==> src/rtl/div_pkg.sv <==
// Shared types and constants for the sequential restoring divider.
// Holds the FSM state encoding, the default operand width with its counter
// width, and the quotient value returned for a division by zero.
package div_pkg;

  typedef enum logic [1:0] {
    IDLE   = 2'd0,
    DIVIDE = 2'd1,
    DONE   = 2'd2
  } div_state_t;

  // Default operand width and the width of the bit counter that walks it.
  localparam int DIV_N = 32;
  localparam int CNT_W = $clog2(DIV_N);

  // Quotient reported when the divisor is zero (all ones, i.e. -1 when signed).
  localparam logic [DIV_N-1:0] DBZ_QUOTIENT = {DIV_N{1'b1}};

endpackage

==> src/rtl/div_step.sv <==
// One restoring-division step: shift in a dividend bit, trial-subtract divisor.
// Latency: purely combinational.
// Backpressure: none; the caller sequences the steps.
// Ports: remIn (partial remainder), bitIn (next dividend MSB), divisor;
//        remOut (next partial remainder), qBit (quotient bit produced).
module div_step #(
  parameter int N = 32
) (
  input  logic [N-1:0] remIn,
  input  logic         bitIn,
  input  logic [N-1:0] divisor,
  output logic [N-1:0] remOut,
  output logic         qBit
);

  logic [N:0]   shifted;
  logic [N+1:0] trial;
  logic         borrow;

  // The shifted remainder can reach N+1 bits, so the trial difference is
  // carried at N+2 bits to keep the borrow out of the magnitude.
  assign shifted = {remIn, bitIn};
  assign trial   = {1'b0, shifted} - {2'b00, divisor};
  assign borrow  = trial[N+1];

  // On borrow the restored value is below the divisor, so it fits in N bits;
  // without borrow the difference is below the divisor as well.
  assign qBit   = ~borrow;
  assign remOut = borrow ? shifted[N-1:0] : trial[N-1:0];

endmodule

==> src/rtl/seq_divider.sv <==
// Iterative restoring divider producing one quotient bit per cycle.
// Latency: out_valid rises N cycles after the accept edge (same edge for divide-by-zero).
// Backpressure: in_ready only in IDLE; result held in DONE until out_ready.
// Ports: clk, rst (async active-high); in_valid/in_ready with dividend, divisor;
//        out_valid/out_ready with quotient, remainder, div_by_zero; busy.
// Build option: define SEQ_DIVIDER_SIGNED_EN for two's-complement operands.
module seq_divider
  import div_pkg::*;
#(
  parameter int N = DIV_N
) (
  input  logic         clk,
  input  logic         rst,
  input  logic         in_valid,
  output logic         in_ready,
  input  logic [N-1:0] dividend,
  input  logic [N-1:0] divisor,
  output logic         out_valid,
  input  logic         out_ready,
  output logic [N-1:0] quotient,
  output logic [N-1:0] remainder,
  output logic         div_by_zero,
  output logic         busy
);

  localparam int CntW = $clog2(N);

  div_state_t    state;
  logic [CntW-1:0] cnt;
  logic [N-1:0]  remWork;     // partial remainder R
  logic [N-1:0]  quoWork;     // dividend bits still to shift out, quotient bits shifted in
  logic [N-1:0]  divReg;      // latched divisor magnitude
  logic [N-1:0]  stepRem;
  logic          stepQ;
  logic [N-1:0]  rawQ;
  logic [N-1:0]  finalQ;
  logic [N-1:0]  finalR;
  logic [N-1:0]  acceptDividend;
  logic [N-1:0]  acceptDivisor;

  div_step #(.N(N)) uStep (
    .remIn  (remWork),
    .bitIn  (quoWork[N-1]),
    .divisor(divReg),
    .remOut (stepRem),
    .qBit   (stepQ)
  );

  // Quotient as it stands after the current step completes.
  assign rawQ = {quoWork[N-2:0], stepQ};

`ifdef SEQ_DIVIDER_SIGNED_EN
  logic negQ;
  logic negR;

  // Work on magnitudes; the most-negative value maps to itself, which is
  // still correct read as unsigned.
  assign acceptDividend = dividend[N-1] ? -dividend : dividend;
  assign acceptDivisor  = divisor[N-1]  ? -divisor  : divisor;

  // Quotient negated when signs differ, remainder follows the dividend sign.
  assign finalQ = negQ ? -rawQ : rawQ;
  assign finalR = negR ? -stepRem : stepRem;

  always_ff @(posedge clk or posedge rst) begin
    if (rst) begin
      negQ <= 1'b0;
      negR <= 1'b0;
    end else if (state == IDLE && in_valid) begin
      negQ <= dividend[N-1] ^ divisor[N-1];
      negR <= dividend[N-1];
    end
  end
`else
  assign acceptDividend = dividend;
  assign acceptDivisor  = divisor;
  assign finalQ         = rawQ;
  assign finalR         = stepRem;
`endif

  always_ff @(posedge clk or posedge rst) begin
    if (rst) begin
      state       <= IDLE;
      cnt         <= '0;
      remWork     <= '0;
      quoWork     <= '0;
      divReg      <= '0;
      in_ready    <= 1'b1;
      out_valid   <= 1'b0;
      busy        <= 1'b0;
      quotient    <= '0;
      remainder   <= '0;
      div_by_zero <= 1'b0;
    end else begin
      case (state)
        IDLE: begin
          if (in_valid) begin
            in_ready <= 1'b0;
            busy     <= 1'b1;
            if (divisor == '0) begin
              // Skip the iteration entirely; the raw dividend is the remainder.
              quotient    <= '1;
              remainder   <= dividend;
              div_by_zero <= 1'b1;
              out_valid   <= 1'b1;
              state       <= DONE;
            end else begin
              remWork <= '0;
              quoWork <= acceptDividend;
              divReg  <= acceptDivisor;
              cnt     <= CntW'(N - 1);
              state   <= DIVIDE;
            end
          end
        end

        DIVIDE: begin
          remWork <= stepRem;
          quoWork <= rawQ;
          if (cnt == '0) begin
            quotient    <= finalQ;
            remainder   <= finalR;
            div_by_zero <= 1'b0;
            out_valid   <= 1'b1;
            state       <= DONE;
          end else begin
            cnt <= cnt - 1'b1;
          end
        end

        DONE: begin
          if (out_ready) begin
            out_valid <= 1'b0;
            busy      <= 1'b0;
            in_ready  <= 1'b1;
            state     <= IDLE;
          end
        end

        default: begin
          state     <= IDLE;
          in_ready  <= 1'b1;
          out_valid <= 1'b0;
          busy      <= 1'b0;
        end
      endcase
    end
  end

endmodule

==> config.mk <==
export PLATFORM = sky130hd
export DESIGN_NAME = seq_divider
export DESIGN_NICKNAME = d
export VERILOG_FILES = /design/src/rtl/div_pkg.sv /design/src/rtl/div_step.sv /design/src/rtl/seq_divider.sv
export SDC_FILE = /design/constraint.sdc
export NUM_CORES = 1
export LEC_CHECK = 0
export BUFFER_PORTS_ARGS = -buffer_cell sky130_fd_sc_hd__buf_2
export CAP_MARGIN = 20
export CORE_UTILIZATION = 52
export CTS_CLUSTER_DIAMETER = 60
export DETAILED_ROUTE_END_ITERATION = 16
export GPL_ROUTABILITY_DRIVEN = 1
export PLACE_DENSITY_LB_ADDON = 0.08
export SLEW_MARGIN = 30
export SYNTH_ARGS = -nofsm -noshare
export SYNTH_HDL_FRONTEND = slang
export SYNTH_SLANG_ARGS = --single-unit
==> constraint.sdc <==
create_clock -name clk -period 4.8 [get_ports clk]
set_input_delay 0.24 -clock clk [delete_from_list [all_inputs] [get_ports clk]]
set_output_delay 0.24 -clock clk [all_outputs]
set_load 0.01 [all_outputs]
==> reports/qor.csv, run 1 <==
stage;metric;value;unit
run_status;status;completed;
grt;grt_pass1_wl;38.6;mm
setup_path;cpMaxStageDelayCell;a211o_1;
clock_tree;postCtsSetupBuffers;0;
clock_tree;clock_sinks;171;
setup_path;path_delay_family;compound AO/OA/AOI/OAI gates;
logic_synthesis;ys_warn_count;0;
logic_synthesis;synthAdderAreaFrac;4.86;%
clock_tree;clk_pin_slew;70;ps
floorplan;dieArea;0.0182;sq mm
logic_synthesis;yosys-top-cells-area;dfrtp_1 46%, nand2_1 6.4%, nor2_1 4.9%;
clock_tree;cts_tree;built;
detailed_routing;post_drt_wl_per_cell;17.5;um
setup_path;worstPathRequired;5080;ps
job;cap_violations;0;
logic_synthesis;synth_edf_count;0;
worst_hold_path;hold_path.class;in -> reg;
logic_synthesis;synth_top_family_by_area;compound AO/OA/AOI/OAI gates;
timing;fmaxAchievable;283;MHz
floorplan;core_area;0.0172;sq mm
timing;tightest_slew;812;ps
timing;fin_setup_tns;0;ps
floorplan;rows;48;
logic_synthesis;synth_compound_area_share;19.6;%
setup_path;cp_max_fo;23;
detailed_routing;wirelength;23.8;mm
timing;hold_viol_final;0;
place;io_buffers;135;
logic_synthesis;synthMuxAreaShare;4.38;%
timing;min_period;3530;ps
floorplan;die_h;135;um
detailed_routing;antenna_left;0;
timing;slew_viol_final;0;
clock_tree;clockBufferDepth;2;
layout;areaGrowthSynthToFinish;16.0;%
setup_path;critPathBufInv;1;
logic_synthesis;syn_inst;1013;
logic_synthesis;seq_area_frac_synth;46.7;%
detailed_routing;drc;0;
setup_path;crit_chain;ha_1 > a21oi_1 > o21ai_1 > a21o_1 > a21o_1 > a211o_1 > or2_1 > buf_4 > a31oi_1 > a31oi_1;
clock_tree;cts_made_buffers;17;
grt;antenna_found_initial;0;
detailed_routing;via_per_inst;5.87;
logic_synthesis;synth_top_cell_by_area;dfrtp_1;
place;post-dp-hpwl;17.3;mm
setup_path;cp-end-kind;register;
clock_tree;cts-root-buf;clkbuf_16;
clock_tree;clock_latency;430;ps
logic_synthesis;netlist_area;0.00917;sq mm
floorplan;pin_count;136;
detailed_routing;dr_total_vias;8006;
floorplan;initial_core_util;53.2;%
logic_synthesis;ys_ff_latch;171;
grt;grt_pass1_vias;7265;
timing;finClkSkew;7.44;ps
place;routabilityCongestion;0.907;
grt;track_usage;27.4;%
timing;rsz0062_at_grt;false;
logic_synthesis;yosys.area_share.simple;17.6;%
timing;finalSetupViolCount;0;
logic_synthesis;async_flop_share;100;%
layout;drive_above_1_share;20.5;%
detailed_routing;drtIter0Drc;531;
clock_tree;cts_max_level;4;
logic_synthesis;avgSynthCellArea;9.05;sq um
logic_synthesis;synth_xor_area_share;2.01;%
logic_synthesis;synth_top_area_share;46.4;%
setup_path;worst-setup-path-type;reg -> reg;
grt;grt_overflow_total;0;
logic_synthesis;synth_nets;1116;
setup_path;cpPeakStageDelay;560;ps
layout;nets;1228;
floorplan;die_w;135;um
detailed_routing;firstDrtPassIters;5;
setup_path;start_kind;register;
timing;timing.slew.headroom;44.5;%
layout;antenna_cells;0;
logic_synthesis;ys_types;64;
grt;grt_max_degree;127;
setup_path;cp.arrival;3820;ps
timing;finalCritPeriodShare;73.6;%
logic_synthesis;synthFlopType;dfrtp_1;
==> cell usage in the layout, fill, tap and decap left out, types with 7 or more instances in the layout <==
cell,n
o31ai_1,11
dfrtp_1,170
xnor2_1,12
o22ai_1,9
o22a_1,16
a21oi_1,51
o211ai_1,10
inv_1,47
nor2_1,119
o21ai_0,36
clkbuf_16,17
mux2_2,33
a21o_1,10
buf_2,135
a31oi_1,63
buf_4,13
o21ai_1,7
ha_1,34
xor2_1,9
nand2_1,157
a32oi_1,8
nor3_1,41
nor4_1,8
nand3_1,13
==> what timing repair did <==
item	in CTS	in global routing
hold endpoints to repair	15	0
hold buffers	1	0
gates resized for setup	0	0
==> metrics by stage <==
step	instance area, sq um	cells	setup WS (ps)	hold slack [ps]	util [%]
after detailed placement	10000	1330	1310	272	58.2
after floorplan	9170	1013	2190	378	-
after global placement	10000	1329	1370	462	58.1
final	10600	1363	1270	53.3	61.7
after global routing	10600	1363	1050	52.5	61.7
after CTS	10600	1363	1290	47.1	61.7
==> path summary, 6_finish.rpt <==
kind	endpoint	startpoint	slack, ps	depth (start not counted)
setup / recovery	remainder[11]	remWork[27]	1270	10
hold / removal	divReg[18]	divisor[18]	50	2
setup reg to reg	remainder[11]	remWork[27]	1270	10
hold reg to reg	remainder[20]	remainder[20]	490	2
max in group asynchronous	divReg[25]	rst	3460	4
min in group asynchronous	quotient[11]	rst	360	3
==> cells in the mapped netlist (4+ instances only) <==
| cell | number |
|---|---|
| nor2b_1 | 5 |
| dfrtp_1 | 170 |
| ha_1 | 34 |
| nand3_1 | 13 |
| o211ai_1 | 10 |
| o221ai_1 | 4 |
| o22a_1 | 16 |
| clkbuf_1 | 42 |
| a21o_1 | 11 |
| xor2_1 | 9 |
| a31oi_1 | 63 |
| nor2_1 | 120 |
| nor4_1 | 8 |
| or3_1 | 6 |
| a311oi_1 | 4 |
| mux2_2 | 33 |
| a21oi_1 | 52 |
| nand4_1 | 6 |
| o21ai_0 | 36 |
| o22ai_1 | 9 |
| o31ai_1 | 11 |
| a32oi_1 | 8 |
| nand2_1 | 157 |
| o21ai_1 | 7 |
| xnor2_1 | 12 |
| o21a_1 | 4 |
| buf_2 | 7 |
| inv_1 | 48 |
| buf_6 | 4 |
| nor3_1 | 41 |
==> worst reg2reg max path: cells and delay by family (launching register included) <==
family	cells	cell delay, ps
flops	1	400
compound gates	7	1830
simple gates	1	510
buf+inv	1	260
fa+ha+maj	1	380
==> kinds of logic after synthesis <==
group,Yosys count
compound gates,268
xor+xnor,21
fa+ha+maj,35
buf+inv,106
flops,171
mux,36
simple gates,376
==> flip-flops by register name, indices dropped and copies added (netlist names) <==
signal       cells
divReg          32
quoWork         32
quotient        32
remWork         32
remainder       32
cnt              5
state            2
busy             1
div_by_zero      1
in_ready         1
out_valid        1
==> layout make-up <==
cell class	instances	area, sq um
Tap cell	225	282
Inverter	48	184
Clock inverter	14	156
Sequential cell	171	4280
Multi-Input combinational cell	736	4470
Clock buffer	18	439
Timing Repair Buffer	151	823
Fill cell	1523	6600
==> routing by layer <==
layer	track usage, %	vias up	wire, um
met1	42.2	3832	11700
met2	39.5	283	10200
li1	-	3863	-
met3	4.39	28	1570
met4	7.87	0	424
met5	0	-	0
Power of run 1 is left out: the tool's default activity adds up to more than one toggle a clock period on the data nets, which glitch-free logic cannot reach.
==> run 2: changes to the inputs <==
==> constraint.sdc (replaced) <==
create_clock -name clk -period 3.2 [get_ports clk]
set_input_delay 0.16 -clock clk [delete_from_list [all_inputs] [get_ports clk]]
set_output_delay 0.16 -clock clk [all_outputs]
set_load 0.01 [all_outputs]
==> run 2 against run 1 <==
Via count rose by 2.4%. Critical path type unchanged. Routed wire length rose by 4.5%. Setup slack got worse by 1100 ps. Hold slack got worse by 40 ps. Register-to-register slack got worse by 1100 ps. Clock skew rose by 2.9 ps. Critical endpoint is now remainder[13]. Utilization rose by 3.8 points.
==> reports/qor.csv, run 2 (synthesis gave the netlist of run 1 again) <==
stage;metric;value;unit;change
floorplan;rows;48;;unchanged
detailed_routing;via_per_inst;5.78;;was 5.87
run_status;status;completed;;unchanged
grt;grt_pass1_wl;39.9;mm;was 38.6 mm
layout;antenna_cells;0;;unchanged
floorplan;core_area;0.0172;sq mm;unchanged
setup_path;start_kind;register;;unchanged
place;dp.cells;1348;;was 1330
timing;tightest_slew;747;ps;was 812 ps
power;leakage;5.10;nW;
grt;grt_overflow_total;0;;unchanged
setup_path;cp_max_fo;19;;was 23
timing;timing.slew.headroom;49.5;%;was 44.5%
job;cap_violations;0;;unchanged
clock_tree;cts_max_level;4;;unchanged
timing;rsz0062_at_grt;true;;was false
timing;min_period;3070;ps;was 3530 ps
detailed_routing;drc;0;;unchanged
layout;finalInstanceArea;0.0113;sq mm;was 0.0106 sq mm
power;powerDensity;1380;mW/mm^2;
clock_tree;clk_pin_slew;70;ps;about the same
detailed_routing;drtIter0Drc;623;;was 531
layout;areaGrowthSynthToFinish;23.1;%;was 16.0%
floorplan;pin_count;136;;unchanged
floorplan;dieArea;0.0182;sq mm;unchanged
clock_tree;clockBufferDepth;2;;unchanged
place;post_dp_cell_area;0.0102;sq mm;was 0.0100 sq mm
layout;layout.cells.non_filler;1419;;was 1363
power;vdd_drop_max;0.591;mV;
setup_path;worstPathRequired;3550;ps;was 5080 ps
detailed_routing;firstDrtPassIters;6;;was 5
layout;final_cell_mix;170 x dfrtp_1, 157 x nand2_1, 135 x buf_2, 119 x nor2_1, 63 x a31oi_1;;unchanged
setup_path;r2r_setup_slack;130;ps;was 1270 ps
place;io_buffers;135;;unchanged
detailed_routing;dr_total_vias;8202;;was 8006
grt;antenna_found_initial;0;;unchanged
clock_tree;cts_tree;built;;unchanged
worst_hold_path;hold_path.class;in -> reg;;unchanged
clock_tree;clock_sinks;171;;unchanged
grt;track_usage;28.3;%;was 27.4%
detailed_routing;post_drt_wl_per_cell;17.5;um;about the same
grt;grt_max_degree;172;;was 127
floorplan;initial_core_util;53.2;%;unchanged
detailed_routing;antenna_left;0;;unchanged
detailed_routing;wirelength;24.9;mm;was 23.8 mm
setup_path;cp-end-kind;register;;unchanged
clock_tree;cts_made_buffers;17;;unchanged
place;routabilityCongestion;0.957;;was 0.907
timing;fmaxAchievable;325;MHz;was 283 MHz
clock_tree;clock_latency;430;ps;about the same
timing;slew_viol_final;0;;unchanged
timing;finClkSkew;10.3;ps;was 7.44 ps
layout;drive_above_1_share;21.1;%;was 20.5%
timing;finalCritPeriodShare;96.1;%;was 73.6%
setup_path;worst-setup-path-type;reg -> reg;;unchanged
layout;final_common_cell;dfrtp_1;;unchanged
clock_tree;postCtsSetupBuffers;0;;unchanged
timing;hold_viol_final;0;;unchanged
clock_tree;cts-root-buf;clkbuf_16;;unchanged
place;post-dp-hpwl;17.9;mm;was 17.3 mm
layout;nets;1284;;was 1228
floorplan;die_h;135;um;unchanged
grt;grt_pass1_vias;7480;;was 7265
timing;finalSetupViolCount;0;;unchanged
floorplan;die_w;135;um;unchanged
setup_path;cp.arrival;3430;ps;was 3820 ps
## run 2: cell count changes in the layout (fill, tap and decap cells not counted), sizes merged
cell / delta
clkbuf: +1
clkinvlp: -2
buf: +19
clkinv: +2
inv: -3
bufinv: +2
dlygate4sd3: +37
## run 2: metal layers
metal	GRT usage [%]	up-vias	wire (um)
met5	0	-	0
met4	7.49	0	283
met3	3.98	20	1550
met2	41.3	292	10900
met1	43.9	3925	12200
li1	-	3965	-
## run 2: worst max-delay path, cell delays in order (launching register included)
cell and delay (ps):
dfrtp_1 430, ha_1 430, nand2_1 140, or3_1 410, a211o_1 350, a211oi_4 320, buf_4 280, nor3_1 70
a211o_1 360, a31oi_1 200
## run 2: timing repair
action / in CTS / in global routing
hold buffers: 37 / 1
gates resized for setup: 0 / 3
endpoints found under the setup margin: 0 / 6
hold endpoints to repair: 37 / 53
## run 2: cell type report
type	instances	area, sq um
Clock buffer	19	443
Clock inverter	13	185
Fill cell	1491	5950
Inverter	48	184
Multi-Input combinational cell	736	4480
Sequential cell	171	4280
Tap cell	225	282
Timing Repair Buffer	207	1430
## run 2: power breakdown
part	switching, mW	internal, mW	total, mW	leakage, nW
Clock	0.928	1.27	2.20	0.299
Sequential	0.837	3.33	4.17	1.99
Combinational	5.47	3.73	9.19	2.82
Total	7.23	8.33	15.6	5.10
## run 2: final timing paths
check / from / to / depth (start not counted)
worst max-delay path: remWork[15] / remainder[13] / 9
worst min-delay path: out_ready / in_ready / 3
worst max register to register: remWork[15] / remainder[13] / 9
worst min register to register: out_valid / out_valid / 2
max in group asynchronous: rst / divReg[23] / 5
min in group asynchronous: rst / quotient[10] / 4
## run 2: per-stage QoR
stage / total power [mW] / setup WS, ps / TNS, ps / hold WS (ps) / utilization (%)
detailed placement: 13.2 / 169 / 0 / 413 / 59.4
CTS: 15.4 / 141 / 0 / 0.531 / 65.2
global route: 16.8 / -6.39 / -6.39 / 14.1 / 65.5
global placement: 13.1 / 188 / 0 / 407 / 59.4
finish: 15.6 / 125 / 0 / 13.3 / 65.5
floorplan: 10.4 / 592 / 0 / 298 / -
(Power assumes the default switching activity.)
